===== src/rtl/imem_loader_pkg.sv =====
// Shared definitions for the instruction-memory boot loader: FSM states,
// frame field widths and the running checksum step.
package imem_loader_pkg;

  typedef enum logic [2:0] {
    ST_LEN_LO = 3'd0,
    ST_LEN_HI = 3'd1,
    ST_DATA   = 3'd2,
    ST_CHECK  = 3'd3,
    ST_DONE   = 3'd4,
    ST_ERROR  = 3'd5
  } state_e;

  localparam int LEN_W  = 16;
  localparam int BYTE_W = 8;
  localparam int WORD_W = 32;

  // Frame checksum is a plain byte-wise XOR over the data bytes.
  function automatic logic [BYTE_W-1:0] csum_step(input logic [BYTE_W-1:0] acc,
                                                  input logic [BYTE_W-1:0] b);
    return acc ^ b;
  endfunction

endpackage


===== src/rtl/imem_loader_byte_packer.sv =====
// Packs an LSB-first byte stream into 32-bit little-endian words; the finished
// word is held in its own register so later bytes cannot disturb it.
module imem_loader_byte_packer
  import imem_loader_pkg::*;
(
  input  logic        clk,
  input  logic        rst,
  input  logic        clr,
  input  logic        load,
  input  logic [7:0]  din,
  output logic [31:0] word,
  output logic [1:0]  cnt,
  output logic        word_done
);

  logic [23:0] shift_q, shift_d;
  logic [31:0] word_q, word_d;
  logic [1:0]  cnt_q, cnt_d;
  logic        done_q, done_d;

  // Next-state for the shift register, byte count and completed word.
  always_comb begin
    shift_d = shift_q;
    word_d  = word_q;
    cnt_d   = cnt_q;
    done_d  = 1'b0;
    if (clr) begin
      shift_d = 24'd0;
      word_d  = 32'd0;
      cnt_d   = 2'd0;
    end else if (load) begin
      cnt_d = cnt_q + 2'd1;
      if (cnt_q == 2'd3) begin
        word_d = {din, shift_q};
        done_d = 1'b1;
      end else begin
        shift_d = {din, shift_q[23:8]};
      end
    end else begin
      done_d = 1'b0;
    end
  end

  // Packer state registers.
  always_ff @(posedge clk or negedge rst) begin
    if (!rst) begin
      shift_q <= 24'd0;
      word_q  <= 32'd0;
      cnt_q   <= 2'd0;
      done_q  <= 1'b0;
    end else begin
      shift_q <= shift_d;
      word_q  <= word_d;
      cnt_q   <= cnt_d;
      done_q  <= done_d;
    end
  end

  assign word      = word_q;
  assign cnt       = cnt_q;
  assign word_done = done_q;

endmodule


===== src/rtl/imem_loader.sv =====
// Boot-time instruction memory loader: parses LEN/data/CSUM frames, writes
// packed words and releases the core reset once the checksum matches.
module imem_loader
  import imem_loader_pkg::*;
#(
  parameter int          IMEM_DEPTH = 256,
  parameter logic [31:0] BASE_ADDR  = 32'd0
) (
  input  logic        clk,
  input  logic        rst,
  input  logic        reload,
  input  logic [7:0]  rx_data,
  input  logic        rx_valid,
  output logic        rx_ready,
  output logic        wr_en,
  output logic [31:0] wr_addr,
  output logic [31:0] wr_data,
  output logic        core_rst_n,
  output logic        done,
  output logic        error
);

  state_e            state_q, state_d;
  logic [LEN_W-1:0]  len_q, len_d;
  logic [LEN_W-1:0]  word_idx_q, word_idx_d;
  logic [7:0]        csum_q, csum_d;
  logic [31:0]       addr_q, addr_d;
  logic              done_q, done_d;
  logic              error_q, error_d;
  logic              core_rst_n_q, core_rst_n_d;

  logic              accept_s;
  logic              pk_load_s;
  logic              pk_clr_s;
  logic [1:0]        pk_cnt_s;
  logic [LEN_W-1:0]  len_rx_s;

  assign rx_ready = (state_q == ST_LEN_LO) || (state_q == ST_LEN_HI) ||
                    (state_q == ST_DATA)   || (state_q == ST_CHECK);
  assign accept_s = rx_valid && rx_ready;
  assign len_rx_s = {rx_data, len_q[7:0]};

  imem_loader_byte_packer u_packer (
    .clk       (clk),
    .rst       (rst),
    .clr       (pk_clr_s),
    .load      (pk_load_s),
    .din       (rx_data),
    .word      (wr_data),
    .cnt       (pk_cnt_s),
    .word_done (wr_en)
  );

  // Frame FSM, word counter, address and checksum next-state.
  always_comb begin
    state_d    = state_q;
    len_d      = len_q;
    word_idx_d = word_idx_q;
    csum_d     = csum_q;
    addr_d     = addr_q;
    pk_load_s  = 1'b0;
    pk_clr_s   = 1'b0;
    case (state_q)
      ST_LEN_LO: begin
        if (accept_s) begin
          len_d   = {8'd0, rx_data};
          state_d = ST_LEN_HI;
        end else begin
          state_d = ST_LEN_LO;
        end
      end
      ST_LEN_HI: begin
        if (accept_s) begin
          len_d = len_rx_s;
          if ({1'b0, len_rx_s} > 17'(IMEM_DEPTH)) begin
            state_d = ST_ERROR;
          end else if (len_rx_s == 16'd0) begin
            state_d = ST_CHECK;
          end else begin
            state_d = ST_DATA;
          end
        end else begin
          state_d = ST_LEN_HI;
        end
      end
      ST_DATA: begin
        if (accept_s) begin
          pk_load_s = 1'b1;
          csum_d    = csum_step(csum_q, rx_data);
          if (pk_cnt_s == 2'd3) begin
            addr_d     = BASE_ADDR + {14'd0, word_idx_q, 2'b00};
            word_idx_d = word_idx_q + 16'd1;
            // Compare in 17 bits so the last-word test cannot wrap.
            if (({1'b0, word_idx_q} + 17'd1) == {1'b0, len_q}) begin
              state_d = ST_CHECK;
            end else begin
              state_d = ST_DATA;
            end
          end else begin
            state_d = ST_DATA;
          end
        end else begin
          state_d = ST_DATA;
        end
      end
      ST_CHECK: begin
        if (accept_s) begin
          state_d = (rx_data == csum_q) ? ST_DONE : ST_ERROR;
        end else begin
          state_d = ST_CHECK;
        end
      end
      ST_DONE, ST_ERROR: begin
        if (reload) begin
          state_d    = ST_LEN_LO;
          len_d      = 16'd0;
          word_idx_d = 16'd0;
          csum_d     = 8'd0;
          pk_clr_s   = 1'b1;
        end else begin
          state_d = state_q;
        end
      end
      default: begin
        state_d = ST_LEN_LO;
      end
    endcase
    done_d       = (state_d == ST_DONE);
    error_d      = (state_d == ST_ERROR);
    core_rst_n_d = (state_d == ST_DONE);
  end

  // Loader state and registered status outputs.
  always_ff @(posedge clk or negedge rst) begin
    if (!rst) begin
      state_q      <= ST_LEN_LO;
      len_q        <= 16'd0;
      word_idx_q   <= 16'd0;
      csum_q       <= 8'd0;
      addr_q       <= 32'd0;
      done_q       <= 1'b0;
      error_q      <= 1'b0;
      core_rst_n_q <= 1'b0;
    end else begin
      state_q      <= state_d;
      len_q        <= len_d;
      word_idx_q   <= word_idx_d;
      csum_q       <= csum_d;
      addr_q       <= addr_d;
      done_q       <= done_d;
      error_q      <= error_d;
      core_rst_n_q <= core_rst_n_d;
    end
  end

  assign wr_addr    = addr_q;
  assign done       = done_q;
  assign error      = error_q;
  assign core_rst_n = core_rst_n_q;

endmodule


===== config.mk =====
export PLATFORM = sky130hd
export DESIGN_NAME = imem_loader
export DESIGN_NICKNAME = d
export VERILOG_FILES = /design/src/rtl/imem_loader_pkg.sv /design/src/rtl/imem_loader_byte_packer.sv /design/src/rtl/imem_loader.sv
export SDC_FILE = /design/constraint.sdc
export NUM_CORES = 1
export LEC_CHECK = 0
export CORE_AREA = 4 4 143 145
export DETAILED_ROUTE_END_ITERATION = 8
export DIE_AREA = 0 0 147 149
export PLACE_DENSITY_LB_ADDON = 0.1
export SKIP_LAST_GASP = 1
export SLEW_MARGIN = 10
export SYNTH_ARGS = -nofsm -noshare
export SYNTH_HDL_FRONTEND = slang
export SYNTH_SLANG_ARGS = --single-unit

===== constraint.sdc =====
create_clock -name clk -period 2.9 [get_ports clk]
set_input_delay 0.29 -clock clk [delete_from_list [all_inputs] [get_ports clk]]
set_output_delay 0.29 -clock clk [all_outputs]
set_load 0.05 [all_outputs]

==> results.md, run 1 <==
* Outcome: finished, violations left
* Failing checks: negative hold slack
* Core Region at just under 20000 µm²
* Slew margin rel. at between 30% and 40%
* Met1 WL at 7410 µm
* Largest cells by area after synthesis: dfrtp_1 53%, nand2_1 13%, nand3_1 3.8%
* Slowest stage delay, CP at 500 ps
* Starting Density at 29.42%
* Overall power at 4.840 mW
* Yosys cell types at 47
* Tcrit/Tclk final at between 80% and 90%
* Area growth syn-to-layout at 24.65%
* Ys flop type: dfrtp_1
* Synth top area share at 53.14%
* Sequential area share after synthesis at a little over half
* Met3 routed WL at between 500 and 600 µm
* RR Startpoint: word_idx_q[0]
* Slowest-stage cell, CP: or4_1
* Avg Cell Area, Syn at about 8.9 µm²
* CP Cell Sequence: ha_1 -> nand4_1 -> nor2_1 -> o22ai_1 -> or4_1 -> a211o_1 -> o31ai_2
* Clock buffer count from CTS at 17
* Crit Path Class: flop to flop
* CP endpoint kind: flop
* Max Fclk at 424.1 MHz
* I/O Buffers at 64
* Least-Margin Pin Slew at 977.0 ps
* Placer Congestion at 0.8114
* Buf+Inv Stages, Crit Path at 0
* Largest area contributor in the netlist: dfrtp_1
* CTS Sinks at 120
* I/O pin count at 81
* Row Count at between 50 and 60
* Max H-tree Level at 4
* Register area at 3003 µm²
* Total track usage at between 10 and 15%
* Vias in the first global route at 4647
* Layout cells sized above 1 at 7.582%
* Dpl ws at roughly 400 ps
* Hpwl dp at between 9000 and 10000 µm
* Ys async rst share at 100.0%
* Worst Hold Class: primary input to asynchronous set/reset pin
* Drt total wl at 14890 µm
* Largest net degree at the start of global routing at roughly 120
* Uppermost layer routed: met4
* CTS tree: yes
* Max Slew Vio Count at 0
* Worst Hold Slack at -107.2 ps
* Initial DRC Count at 221
* Commonest non-fill, non-tap cell in the layout: nand2_1
* Longest Clk Path Bufs at 2
* Mapped Cells at around 640
* WL/cell at 15.45 µm
* Die W at 147 µm
* Post-Synthesis Cell Area at about 5700 µm²
* Hold Violations, Final at 35
* # diodes at 0
* Crit path required time at 3220 ps
* R2R cell count at 7
* Final nets at 701
* Post-CTS Repair Setup Buffers at 0
* Synth Register Bits at 120
* Vias at 4483
* Clock slew at reported path FFs at 60 ps
* Final setup viols at 0
* R2R Path End: state_q[0]
* Via density at around 4.7
* Global route overflow at 0
* Final WS setup at ~540 ps
* Initial antenna violation count at 0
* Filler cell count at 1955
* Largest delay share family, worst path: simple AND/OR/NAND/NOR gates
* Worst Skew at roughly 6.2 ps
* Max Cap Viol at 0
* DRC Markers at 0
* First-pass GRT wire length at about 25000 µm
* RSZ-0062 raised after global routing: false
* Post-CTS Resized at 0
* Power per cell area at 687.3 nW/µm²
* CTS Root Cell: clkbuf_16
* Setup TNS Final at 0 ps
* FF-to-FF setup slack at 540 ps
* Die area at 21900 µm²
* VDD IR-drop max at 0.0003462 V
* Post-layout util at 36.67%
* Clk_lat worst skew at 410 ps
* Critical Path Fanout Max at 6
* Post-synth EDFFs at 0
* Critical path arrival at about 2700 ps
* Post-CTS Hold Buffers at 0
* Startpoint Class: flop
* Min Tclk post-route at 2358 ps
* Pre-antenna DRT Iters at 4
* Commonest cells after routing, fill and taps aside: 198 x nand2_1, 120 x dfrtp_1, 63 x clkdlybuf4s50_1
* Met2 WL at 6842 µm
* Antenna Nets Post-Route at 0
* Die Ht at about 150 µm
* Yosys warns at 0
* Leak at ~3.3 nW
* Multi-input logic area at 2370 µm²
-- flip-flops by register name (all words and copies together), names as in the netlist --
signal and cells:
u_packer.word 32, core_rst_n 1, len_q 16, wr_addr 16, csum_q 8, error 1
u_packer.shift_q 24, u_packer.word_done 1, word_idx_q 16, u_packer.cnt 2, state_q 3
-- per-stage QoR --
| stage | cell area [µm²] | hold slack, ps | instances |
|---|---|---|---|
| floorplan | 5707 | -5.591 | 653 |
| global placement | 6486 | 442.9 | 933 |
| detailed placement | 6486 | 454.7 | 933 |
| CTS | 7043 | 3.224 | 964 |
| global route | 7043 | 21.27 | 964 |
| finish | 7043 | -107.2 | 964 |
-- synth_stat cells (2+ instances only) --
cell type	instances
inv_1	4
clkbuf_1	38
nand2_1	199
a211oi_1	2
a21o_1	4
and3_1	5
o22ai_1	3
nor4_1	6
ha_1	2
nor3_1	4
buf_4	19
buf_1	2
nor2_1	17
o21ai_0	41
nor2b_1	3
dfrtp_1	120
o21ai_1	3
nand4_1	6
xor2_1	14
mux2i_1	4
a22o_1	16
o31ai_1	4
a21oi_1	34
xnor2_1	14
buf_2	5
nand3_1	43
nand2b_1	4
a31oi_1	3
-- cells by family after synthesis --
kind of cell / Yosys count / share of synthesized area [%]
AND/OR/NAND/NOR: 295 / 22.43
flip-flops: 120 / 53.14
AO/OA/AOI/OAI: 118 / 12.71
buffers and inverters: 69 / 5.957
XOR/XNOR: 28 / 4.340
multiplexers: 5 / 0.9079
adder cells (fa/ha/maj): 2 / 0.4428
other: 1 / 0.06637
-- routing by layer --
| metal | track usage (%) | vias to the layer above |
|---|---|---|
| li1 | - | 2220 |
| met1 | 19.89 | 2182 |
| met2 | 22.29 | 75 |
| met3 | 3.859 | 6 |
| met4 | 3.774 | 0 |
| met5 | 0 | - |
-- worst max path at each step --
stage	end	from	cells past startpoint	slack [ps]
floorplan	state_q[0]	word_idx_q[0]	7	780
global placement	word_idx_q[4]	rx_valid	7	490
detailed placement	state_q[0]	rx_data[2]	7	400
CTS	state_q[0]	word_idx_q[0]	7	530
global route	state_q[0]	word_idx_q[0]	7	300
finish	state_q[0]	word_idx_q[0]	7	540
-- final cells by class --
class	instances	area share, %
Sequential cell	120	42.64
Clock buffer	20	6.484
Clock inverter	11	1.421
Inverter	5	0.2665
Timing Repair Buffer	79	10.84
Tap cell	265	4.708
Multi-Input combinational cell	464	33.65
-- power by group --
group	switching, mW	internal (mW)	leakage [nW]
clock	0.775	1.22	0.260
combinational	0.543	0.347	1.38
sequential	0.159	1.80	1.66
total	1.48	3.36	3.30
Power figures use the tool's default switching activity.
==> inputs of run 2 (changes only) <==
- clock period: 2.9 -> 2.4 ns (I/O delays scaled with it)
==> run 2 against run 1 <==
Effect of this change:
- the run now ends clean
- clock power is 26% higher
- combinational power is 22% higher
- fmax is 3.0% higher
==> results.md, run 2 (synthesis gave the netlist of run 1 again) <==
* Die W at 147 µm
* Final nets at between 700 and 800
* Die area at 21900 µm²
* Crit Path Class: flop to flop
* Sequential power share at 39.7%
* Tcrit/Tclk final at 95.38%
* Vias in the first global route at 4771
* Final setup viols at 0
* Outcome: finished clean
* Die Ht at 149 µm
* Vias at 4582
* Critical path arrival at 2600 ps
* Pre-antenna DRT Iters at 4
* Total track usage at 14.40%
* Core Region at 19210 µm²
* Least-Margin Pin Slew at 959.9 ps
* Largest delay share family, worst path: simple AND/OR/NAND/NOR gates
* Layout cells sized above 1 at 9.524%
* Setup TNS Final at 0 ps
* Power per cell area at 829.5 nW/µm²
* Clock group share of total power at a little over two fifths
* Buf+Inv Stages, Crit Path at 0
* Commonest non-fill, non-tap cell in the layout: nand2_1
* DRC Markers at 0
* Global route overflow at 0
* I/O Buffers at 64
* Starting Density at 29.42%
* Row Count at 51
* Grt met2 use at 23.05%
* Cell area after placement at 6584 µm²
* Placer Congestion at 0.7972
* Max Slew Vio Count at 0
* CP endpoint kind: flop
* Grt met3 use at 3.494%
* Clock slew at reported path FFs at 50 ps
* Worst Hold Slack at 264.6 ps
* Busiest grt layer: met2
* Largest net degree at the start of global routing at 70
* Initial DRC Count at 276
* Slowest-stage cell, CP: or4_1
* Worst Skew at 8.881 ps
* Post-CTS Repair Setup Buffers at 0
* CTS tree: yes
* Logic pwr share at 18.3%
* Commonest cells after routing, fill and taps aside: 198 x nand2_1, 120 x dfrtp_1, 63 x clkdlybuf4s50_1
* CTS Root Cell: clkbuf_16
* First-pass GRT wire length at 25340 µm
* Via density at 4.680
* Clk_lat worst skew at 410 ps
* Initial antenna violation count at 0
* Slew margin rel. at a little over a third
* M1 GR Usage at between 15 and 20%
* Hpwl dp at 10090 µm
* Area growth syn-to-layout at 27.06%
* Max Fclk at 436.8 MHz
* Max reg flops at 32
* CP Cell Sequence: ha_2 -> nand4_1 -> nor2_1 -> o22ai_1 -> or4_1 -> a211o_1 -> o31ai_2
* # diodes at 0
* Leak at 3.378 nW
* Antenna Nets Post-Route at 0
* Critical Path Fanout Max at 6
* Sw Ratio at between 20% and 30%
* Slowest stage delay, CP at around 530 ps
* CTS Sinks at 120
* WL/cell at 15.38 µm
* Hold Violations, Final at 0
* Worst Hold Class: primary input to asynchronous set/reset pin
* RSZ-0062 raised after global routing: false
* Fin area at about 7200 µm²
* Clock buffer count from CTS at 17
* Switching power at 1.777 mW
* Startpoint Class: flop
* Drt total wl at 15060 µm
* Max Cap Viol at 0
* Max H-tree Level at 4
* Min Tclk post-route at 2289 ps
* Longest Clk Path Bufs at 2
* I/O pin count at 81
* Int Power at ~4.2 mW
* VDD IR-drop max at 0.0004690 V
* Crit path required time at between 2000 and 3000 ps
## run 2: cell types whose count changed in the layout (fill, tap and decap cells not counted)
cell	change
dlygate4sd3_1	+1
inv_6	-1
clkinv_2	+1
bufinv_16	+1
ha_1	-1
ha_2	+1
buf_4	+13
## run 2: worst paths after layout
kind / startpoint / to / slack (ps) / cells after the start
min in group clk: wr_addr[16] / wr_addr[16] / 470 / 2
worst max-delay path: word_idx_q[0] / state_q[0] / 110 / 7
worst max register to register: word_idx_q[0] / state_q[0] / 110 / 7
worst min register to register: wr_addr[16] / wr_addr[16] / 470 / 2
worst min-delay path: rst / wr_addr[12] / 260 / 2
max in group asynchronous: rst / u_packer.word[7] / 1360 / 3
## run 2: final cells by class
cell class / instances / area, µm²
timing repair buffer: 93 / 870.8
multi-input combinational: 464 / 2372
clock buffer: 20 / 456.7
inverter: 5 / 18.77
clock inverter: 12 / 126.4
tap: 265 / 331.6
fill: 1963 / 12030
sequential: 120 / 3003
## run 2: stage by stage
stage                     util [%]  total power, mW  setup WS (ps)  instances
after global placement       34.28            3.495          102.4        946
after detailed placement     34.28            3.512          89.89        946
after global routing         37.38            6.272          6.378        979
final                        37.38            5.955          110.8        979
after floorplan                  -            3.169          284.0        653
after CTS                    37.37            6.062          91.67        979
## run 2: power groups by stage
stage / sequential [mW] / clock [mW] / combinational (mW)
floorplan: 2.36 / 0 / 0.810
global placement: 2.40 / 0 / 1.10
detailed placement: 2.40 / 0 / 1.11
CTS: 2.37 / 2.58 / 1.12
global route: 2.39 / 2.66 / 1.22
finish: 2.37 / 2.50 / 1.09
## run 2: worst reg2reg max path, stage by stage, from the launching register on
cell,delay [ps]
dfrtp_1,440
ha_2,260
nand4_1,130
nor2_1,220
o22ai_1,120
or4_1,530
a211o_1,310
o31ai_2,190
## run 2: timing repair
item | 4_1_cts | 5_1_grt
gates resized for setup | 0 | 1
hold buffers | 1 | 0
hold endpoints to repair | 18 | 0
setup endpoints to repair | 0 | 1
## run 2: per-layer routing
metal,wire length [µm],part of all wire [%]
met5,0,0
met4,98,0.65
met3,624,4.1
met2,6974,46
met1,7362,49
==> inputs of run 3 (changes only) <==
- clock period: 2.4 -> 2.1 ns (I/O delays scaled with it)
==> run 3 against run 2 <==
Effect of this change:
- combinational power grew 24%
- worst setup slack lost 50 ps
- critical endpoint is now rx_ready
- clock power grew 14%
- global-route usage grew 0.080 points
- first-iteration DRC count shrank 5.1%
- highest routed layer unchanged
==> results.md, run 3 (synthesis gave the netlist of run 1 again) <==
* Vias at about 4700
* # diodes at 0
* Commonest non-fill, non-tap cell in the layout: nand2_1
* I/O pin count at 81
* Outcome: finished clean
* Power per cell area at 926.2 nW/µm²
* Die area at 21900 µm²
* Min Tclk post-route at approximately 2000 ps
* Fin area at roughly 7400 µm²
* Area growth syn-to-layout at 31.24%
* Critical path arrival at about 1800 ps
* Pre-antenna DRT Iters at 4
* Global route overflow at 0
* First-pass GRT wire length at 25520 µm
* Die W at 147 µm
* Slew margin rel. at 49.34%
* Tcrit/Tclk final at ~97%
* CP endpoint kind: output pin
* Startpoint Class: flop
* Longest Clk Path Bufs at 2
* Drt total wl at 15200 µm
* Max Cap Viol at 0
* Largest net degree at the start of global routing at 70
* Crit path required time at 1890 ps
* Hpwl dp at 10280 µm
* Commonest cells after routing, fill and taps aside: 198 x nand2_1, 120 x dfrtp_1, 63 x clkdlybuf4s50_1
* I/O Buffers at 64
* Clock buffer count from CTS at 17
* Starting Density at between 20% and 30%
* Max H-tree Level at 4
* Layout cells sized above 1 at approximately an eighth
* Hold Violations, Final at 0
* Critical Path Fanout Max at 8
* Cell area after placement at slightly below 7000 µm²
* Initial antenna violation count at 0
* Max Slew Vio Count at 0
* VDD IR-drop max at 0.0005597 V
* Filler cell count at 1953
* Antenna Nets Post-Route at 0
* Max reg flops at 32
* Core Region at 19210 µm²
* Least-Margin Pin Slew at 759.9 ps
* Final setup viols at 0
* Worst Hold Slack at 287.3 ps
* Initial DRC Count at roughly 260
* Placer Congestion at 0.7727
* Crit Path Class: flop to output pin
* Worst Hold Class: primary input to asynchronous set/reset pin
* Clock slew at reported path FFs at roughly 60 ps
* Worst Skew at about 12 ps
* Via density at ~4.7
* Final nets at ~740
* DRC Markers at 0
* Clk_lat worst skew at 410 ps
* CTS tree: yes
* Leak at 3.526 nW
* Vias in the first global route at approximately 4800
* Max Fclk at between 400 and 500 MHz
* WL/cell at 15.12 µm
* Overall power at 6.869 mW
* CTS Sinks at 120
* Post-layout util at 38.61%
* Row Count at 51
* Total track usage at 14.48%
* CTS Root Cell: clkbuf_16
* Die Ht at between 100 and 150 µm
==> run 3: through the flow <==
| step | std cells | worst slack, ps | setup TNS [ps] |
|---|---|---|---|
| finish | 1005 | 61.16 | 0 |
| global route | 1005 | -5.052 | -5.052 |
| CTS | 1001 | 6.706 | 0 |
| detailed placement | 968 | -242.6 | -3214 |
| global placement | 968 | -168.8 | -2015 |
| floorplan | 653 | 25.97 | 0 |
==> run 3: final cells by class <==
cell class                      instances  area, µm²  area share, %
Multi-Input combinational cell        464       2407          32.46
Clock inverter                         12      126.4          1.704
Clock buffer                           20      446.7          6.023
Tap cell                              265      331.6          4.471
Timing Repair Buffer                  119       1082          14.59
Sequential cell                       120       3003          40.49
Inverter                                5      18.77         0.2531
==> run 3: power by group <==
| part | internal [mW] | switching [mW] | total (mW) |
|---|---|---|---|
| Sequential | 2.49 | 0.188 | 2.67 |
| Clock | 1.77 | 1.08 | 2.85 |
| Combinational | 0.545 | 0.800 | 1.35 |
| Total | 4.81 | 2.06 | 6.87 |
==> run 3: repair_timing <==
action / CTS / global route
gates resized for setup: 3 / 5
pin swaps: 0 / 4
setup endpoints to repair: 5 / 1
cloned: 0 / 0
endpoints found under the hold margin: 28 / 0
hold buffers: 1 / 0
buffers inserted: 0 / 4
==> run 3: path summary, 6_finish.rpt <==
check                           cells after the start  slack [ps]                 from                 to
worst max-delay path                                3          60           state_q[2]           rx_ready
worst min-delay path                                2         290                  rst      word_idx_q[9]
worst max register to register                      7          80        word_idx_q[1]         state_q[0]
worst min register to register                      2         470  u_packer.shift_q[7]   u_packer.word[7]
max in group asynchronous                           3        1200                  rst  u_packer.word[14]
min in group clk                                    2         470  u_packer.shift_q[7]   u_packer.word[7]
==> run 3: worst max-delay path, cell delays in order, from the launching register on <==
cell and delay (ps):
dfrtp_1 380, buf_4 160, inv_1 80, clkdlybuf4s50_1 800
==> run 3: per-layer routing <==
metal | wire [µm] | GRT usage (%)
met4 | 98 | 3.541
met5 | 0 | 0
met3 | 526 | 3.434
met2 | 7129 | 23.30
met1 | 7444 | 19.88
